[src/rtl/trinity_nonce_scheduler.sv]
// Nonce scheduler: splits an inclusive nonce range into chunks, hands them
// round-robin to hash cores, and reports the first find or range exhaustion.
module trinity_nonce_scheduler #(
  parameter int NUM_CORES  = 4,
  parameter int CHUNK_LOG2 = 8
) (
  input  logic                         clk,
  input  logic                         rst_n,
  input  logic                         job_valid,
  output logic                         job_ready,
  input  logic [31:0]                  job_nonce_start,
  input  logic [31:0]                  job_nonce_end,
  input  logic                         abort,
  input  logic [NUM_CORES-1:0]         core_req,
  output logic [NUM_CORES-1:0]         core_gnt,
  output logic [31:0]                  core_base,
  output logic [15:0]                  core_len,
  input  logic [NUM_CORES-1:0]         core_done,
  input  logic [NUM_CORES-1:0]         core_found,
  input  logic [32*NUM_CORES-1:0]      core_found_nonce,
  output logic                         result_valid,
  output logic [31:0]                  result_nonce,
  output logic [$clog2(NUM_CORES)-1:0] result_core,
  output logic                         exhausted,
  output logic                         busy,
  output logic [31:0]                  chunks_issued
);
  localparam int          IDX_W     = $clog2(NUM_CORES);
  localparam logic [32:0] CHUNK_MAX = 33'd1 << CHUNK_LOG2;

  typedef enum logic [1:0] {
    IDLE     = 2'd0,
    DISPATCH = 2'd1,
    DRAIN    = 2'd2,
    DONE     = 2'd3
  } state_t;

  state_t               state_r, state_s;
  logic [31:0]          next_nonce_r, end_nonce_r;
  logic [NUM_CORES-1:0] outstanding_r;
  logic [IDX_W-1:0]     rr_ptr_r;
  logic                 found_job_r;

  logic [NUM_CORES-1:0] core_gnt_r;
  logic [31:0]          core_base_r;
  logic [15:0]          core_len_r;
  logic                 result_valid_r;
  logic [31:0]          result_nonce_r;
  logic [IDX_W-1:0]     result_core_r;
  logic                 exhausted_r;
  logic [31:0]          chunks_issued_r;

  logic [32:0]          remaining_s;
  logic                 last_s;
  logic [15:0]          len_s;
  logic [NUM_CORES-1:0] eligible_s;
  logic [NUM_CORES-1:0] gnt_onehot_s;
  logic [IDX_W-1:0]     cand_s;
  logic [IDX_W-1:0]     pick_idx_s;
  logic                 pick_valid_s;
  logic                 found_any_s;
  logic [IDX_W-1:0]     found_idx_s;
  logic [31:0]          found_nonce_s;
  logic                 grant_s;
  logic                 report_s;

  // 33-bit remaining count keeps end_nonce = 0xFFFFFFFF from wrapping
  assign remaining_s  = {1'b0, end_nonce_r} - {1'b0, next_nonce_r} + 33'd1;
  assign last_s       = (remaining_s <= CHUNK_MAX);
  assign len_s        = last_s ? remaining_s[15:0] : CHUNK_MAX[15:0];
  assign eligible_s   = core_req & ~outstanding_r;
  assign gnt_onehot_s = {{(NUM_CORES-1){1'b0}}, 1'b1} << pick_idx_s;

  assign job_ready     = (state_r == IDLE);
  assign busy          = (state_r == DISPATCH) || (state_r == DRAIN);
  assign core_gnt      = core_gnt_r;
  assign core_base     = core_base_r;
  assign core_len      = core_len_r;
  assign result_valid  = result_valid_r;
  assign result_nonce  = result_nonce_r;
  assign result_core   = result_core_r;
  assign exhausted     = exhausted_r;
  assign chunks_issued = chunks_issued_r;

  // Round-robin pick: first eligible core at or after the pointer
  always_comb begin
    pick_valid_s = 1'b0;
    pick_idx_s   = '0;
    cand_s       = '0;
    for (int i = NUM_CORES - 1; i >= 0; i--) begin
      cand_s = rr_ptr_r + IDX_W'(i);
      if (eligible_s[cand_s]) begin
        pick_valid_s = 1'b1;
        pick_idx_s   = cand_s;
      end else begin
        pick_valid_s = pick_valid_s;
      end
    end
  end

  // Lowest-index find wins when several cores report together
  always_comb begin
    found_any_s   = 1'b0;
    found_idx_s   = '0;
    found_nonce_s = '0;
    for (int i = NUM_CORES - 1; i >= 0; i--) begin
      if (core_found[i]) begin
        found_any_s   = 1'b1;
        found_idx_s   = IDX_W'(i);
        found_nonce_s = core_found_nonce[32*i +: 32];
      end else begin
        found_any_s   = found_any_s;
      end
    end
  end

  // Next-state and per-cycle grant/report decisions
  always_comb begin
    state_s  = state_r;
    grant_s  = 1'b0;
    report_s = 1'b0;
    if (abort) begin
      state_s = IDLE;
    end else begin
      case (state_r)
        IDLE: begin
          if (job_valid) begin
            state_s = (job_nonce_start > job_nonce_end) ? DONE : DISPATCH;
          end else begin
            state_s = IDLE;
          end
        end
        DISPATCH: begin
          if (found_any_s) begin
            report_s = 1'b1;
            state_s  = DRAIN;
          end else if (pick_valid_s) begin
            grant_s = 1'b1;
            state_s = last_s ? DRAIN : DISPATCH;
          end else begin
            state_s = DISPATCH;
          end
        end
        DRAIN: begin
          report_s = found_any_s;
          if (outstanding_r == '0) begin
            state_s = DONE;
          end else begin
            state_s = DRAIN;
          end
        end
        DONE:    state_s = IDLE;
        default: state_s = IDLE;
      endcase
    end
  end

  // State register
  always_ff @(posedge clk or negedge rst_n) begin
    if (!rst_n) begin
      state_r <= IDLE;
    end else begin
      state_r <= state_s;
    end
  end

  // Job bookkeeping and registered grant/result/exhausted outputs
  always_ff @(posedge clk or negedge rst_n) begin
    if (!rst_n) begin
      next_nonce_r    <= 32'd0;
      end_nonce_r     <= 32'd0;
      outstanding_r   <= '0;
      rr_ptr_r        <= '0;
      found_job_r     <= 1'b0;
      core_gnt_r      <= '0;
      core_base_r     <= 32'd0;
      core_len_r      <= 16'd0;
      result_valid_r  <= 1'b0;
      result_nonce_r  <= 32'd0;
      result_core_r   <= '0;
      exhausted_r     <= 1'b0;
      chunks_issued_r <= 32'd0;
    end else begin
      core_gnt_r     <= '0;
      core_base_r    <= 32'd0;
      core_len_r     <= 16'd0;
      result_valid_r <= 1'b0;
      result_nonce_r <= 32'd0;
      result_core_r  <= '0;
      exhausted_r    <= 1'b0;
      if (abort) begin
        outstanding_r <= '0;
      end else if ((state_r == IDLE) && job_valid) begin
        next_nonce_r    <= job_nonce_start;
        end_nonce_r     <= job_nonce_end;
        chunks_issued_r <= 32'd0;
        outstanding_r   <= '0;
        found_job_r     <= 1'b0;
      end else begin
        // a grant's set bit overrides a same-cycle done for that core
        outstanding_r <= (outstanding_r & ~core_done) | (grant_s ? gnt_onehot_s : '0);
        if (grant_s) begin
          core_gnt_r      <= gnt_onehot_s;
          core_base_r     <= next_nonce_r;
          core_len_r      <= len_s;
          next_nonce_r    <= next_nonce_r + {16'd0, len_s};
          chunks_issued_r <= chunks_issued_r + 32'd1;
          rr_ptr_r        <= pick_idx_s + IDX_W'(1);
        end
        if (report_s) begin
          result_valid_r <= 1'b1;
          result_nonce_r <= found_nonce_s;
          result_core_r  <= found_idx_s;
          found_job_r    <= 1'b1;
        end
        if (state_r == DONE) begin
          exhausted_r <= ~found_job_r;
        end
      end
    end
  end

endmodule

[config.mk]
export PLATFORM = sky130hd
export DESIGN_NAME = trinity_nonce_scheduler
export DESIGN_NICKNAME = d
export VERILOG_FILES = /design/src/rtl/trinity_nonce_scheduler.sv
export SDC_FILE = /design/constraint.sdc
export NUM_CORES = 1
export LEC_CHECK = 0
export CAP_MARGIN = 20
export CORE_ASPECT_RATIO = 0.8
export CORE_MARGIN = 4
export CORE_UTILIZATION = 50
export DETAILED_ROUTE_END_ITERATION = 6
export PLACE_DENSITY = 0.87
export SETUP_SLACK_MARGIN = 0.5
export SYNTH_ARGS = -nofsm -noshare
export SYNTH_HDL_FRONTEND = slang
export SYNTH_SLANG_ARGS = --single-unit
[constraint.sdc]
create_clock -name clk -period 16.8 [get_ports clk]
set_input_delay 3.36 -clock clk [delete_from_list [all_inputs] [get_ports clk]]
set_output_delay 3.36 -clock clk [all_outputs]
set_load 0.01 [all_outputs]
==> flow_metrics.tcl <==
set metrics [dict create \
    timing.critical_path.from_type "register" \
    port_buffers 329 \
    numCtsBuffers 17 \
    crit_path_end_kind "register" \
    global_route_met2_utilization 0.4926 \
    pin_count 330 \
    diodes 0 \
    met3_usage 0.09686 \
    first_global_vias 12230 \
    rsz0062_at_grt "no" \
    fp.coreArea_um2 24690 \
    post_drt_wl_per_cell_um 22.11 \
    outcome "complete, no violations" \
    final-setup-viol-count 0 \
    timing_worst_setup_path_type "register to register" \
    max_slew.worst_pin.slew_ns 0.9990 \
    post-route-cell-area_um2 16770 \
    synthArstFlopShare 1.000 \
    synth_ff_type "dfrtp_1" \
    cts_post_setup_buffers_inserted 0 \
    total_congestion_overflow_after_global_routing 0 \
    detailedRoute.firstPassIterationCount 6 \
    vias 12610 \
    placedInstanceArea_um2 16210 \
    period_utilisation_layout 0.4370 \
    final_layout_size_suffix_gt1_frac 0.04220 \
    max_cap_violations 0 \
    gp_congestion 1.082 \
    p_per_cell_area_nw_per_um2 108.2 \
    detail_route.vias_per_cell 6.157 \
    timing.final.ws_setup_ns 9.458 \
    ctsHoldBuffers 0 \
    synthesis.area_um2 12700 \
    antenna_found_initial 1 \
    fmax_ghz 0.1362 \
    timing.critical_path.required_ns 17.11 \
    maximum_number_of_pins_on_one_net_before_global_route_repair 126 \
    finish.net_count 2048 \
    fin_setup_tns_ns 0 \
    critPathArrivalTime_ns 7.65 \
    cts.htree.levels 4 \
    cell_variety_after_synth 81 \
    synth-warning-count 0 \
    synth.avg_cell_area_um2 8.923 \
    floorplan.die.width_um 186.2 \
    groute.layer.met1.usage 0.4104 \
    height_of_the_die_um 150.5 \
    hold_path_class "register to register" \
    worst_ir_drop_vdd_v 0.00009333 \
    gr-usage-all-layers 0.3136 \
    global_route_wire_length_before_repair_mm 68.29 \
    timing.final.hold_violations 0 \
    synth.yosys.seq_area_share 0.3804 \
    clk_latency_ns 0.45 \
    cts_sink_count 193 \
    drt_wl_total_mm 45.28 \
    static-leakage-power_nw 7.697 \
    remaining_drc_errors 0 \
    ant_nets 0 \
    cts_tree "done" \
    period_needed_ns 7.342 \
    clock_path_buffers 2 \
    cts_root_buf "clkbuf_16" \
    reg2reg_slack_ns 9.46 \
    fin_skew_ns 0.01175 \
    worstPathMaxFanout 18 \
    ys_ff_latch 193 \
    area_growth_syn_to_layout_pct 32.10 \
    globalRoute.busiestLayer "met2" \
    design.die.area_um2 28020 \
    resize_count_post_cts 0 \
    drt_iter0_markers 1406 \
    std_cell_rows 51 \
    clkSlewWorstSetupHoldPaths_ns 0.07 \
    netlist_instances 1423 \
    place_ws_ns 9.704 \
    max_slew_margin 0.3340 \
    maxSlewViolCount 0 \
    start_util 0.5142 \
    post-dp-hpwl_mm 35.45 \
    fin_hold_ws_ns 0.4631 \
    synth-edff-count 0 \
]
## critical path, cell delays in order (launching register included)
cell and delay (ns):
dfrtp_1 0.45, ha_1 0.30, inv_1 0.04, ha_1 0.22, fa_1 0.45, a211oi_1 0.40
o21ai_1 0.24, nand3_1 0.18, a21oi_1 0.11, o21ai_0 0.26, o221ai_1 0.17, or4b_1 0.61
nor4_4 0.75, and2_1 0.23, ha_1 0.27, a21o_1 0.19, a21oi_1 0.26, o21ai_0 0.19
a32oi_1 0.36, o221ai_1 0.25, a311oi_2 0.63, nor3_1 0.24, a311oi_1 0.33, a211oi_1 0.08
## where the power goes
part           switching (mW)  internal [mW]
clock                   0.193          0.192
combinational           0.553          0.335
sequential             0.0348          0.506
total                   0.781           1.03
## cells in the mapped netlist, types with 29 or more instances
cell | instances | share of area
inv_1 | 93 | 0.027
clkbuf_1 | 52 | 0.015
nor3_1 | 62 | 0.024
a21o_1 | 30 | 0.018
and3_1 | 31 | 0.015
a221oi_1 | 35 | 0.024
o22ai_1 | 48 | 0.024
nand2_1 | 114 | 0.034
xor2_1 | 32 | 0.022
ha_1 | 120 | 0.12
nand3_1 | 29 | 0.011
a21oi_1 | 80 | 0.032
nor2_1 | 115 | 0.034
o21ai_0 | 68 | 0.027
dfrtp_1 | 193 | 0.38
## stage by stage
step	utilization	total power [mW]	instances
floorplan	-	1.141	1436
detailed placement	0.6563	1.403	2016
global route	0.6792	1.920	2048
CTS	0.6781	1.791	2047
global placement	0.6547	1.396	2014
finish	0.6792	1.815	2048
## sequential cells by signal, summed over array words and instances (netlist names)
register,cells
chunks_issued,32
core_base,32
core_gnt,4
core_len,16
end_nonce_r,32
exhausted,1
found_job_r,1
next_nonce_r,32
outstanding_r,4
result_core,2
result_nonce,32
result_valid,1
rr_ptr_r,2
state_r,2
## cell type report
class / instances / area, um^2
timing repair buffer: 339 / 3417
sequential: 193 / 4830
tap: 318 / 397.9
clock buffer: 18 / 429.2
clock inverter: 13 / 108.9
fill: 1941 / 7921
multi-input combinational: 1073 / 7238
inverter: 94 / 352.8
## cell families after synthesis
logic type	count (synthesis)	share of synthesized area
AOI/OAI and AO/OA	407	0.2198
DFF	193	0.3804
muxes	4	0.003153
buffers and inverters	170	0.05459
adders and majority gates	122	0.1214
xor gates and xnor gates	50	0.03449
and+or+nand+nor	476	0.1858
other	1	0.0002953
## worst paths after layout
| path | from | end | depth (start not counted) |
|---|---|---|---|
| max | next_nonce_r[1] | next_nonce_r[28] | 23 |
| min | found_job_r | exhausted | 1 |
| max reg2reg | next_nonce_r[1] | next_nonce_r[28] | 23 |
| min reg2reg | found_job_r | exhausted | 1 |
| max in group asynchronous | rst_n | core_len[10] | 2 |
| min in group asynchronous | rst_n | chunks_issued[14] | 1 |
## layout by cell type, fill, tap and decap left out, drive strengths merged, types with 6 or more instances in the layout
| master | instances |
|---|---|
| buf | 10 |
| nor2b | 9 |
| conb | 14 |
| a31o | 9 |
| clkdlybuf4s50 | 328 |
| ha | 120 |
| o221ai | 6 |
| nor2 | 115 |
| nor4 | 19 |
| a211oi | 16 |
| a221oi | 35 |
| o21ai | 74 |
| nand4 | 28 |
| and2 | 9 |
| and3 | 31 |
| dfrtp | 193 |
| clkinv | 7 |
| o21a | 19 |
| a22oi | 7 |
| nand2b | 19 |
| clkbuf | 19 |
| a31oi | 7 |
| xor2 | 32 |
| xnor2 | 18 |
| o22ai | 48 |
| nand2 | 115 |
| o211ai | 16 |
| nor3b | 6 |
| or3 | 12 |
| inv | 97 |
| nand3 | 29 |
| nor3 | 62 |
| a21oi | 86 |
| a21o | 30 |
## metal layers
layer	wire length [um]	up-vias
met3	4860	104
li1	-	5789
met4	1561	2
met1	18320	5978
met5	7	-
met2	20530	736
No activity file was read; power rests on OpenSTA's default activity.
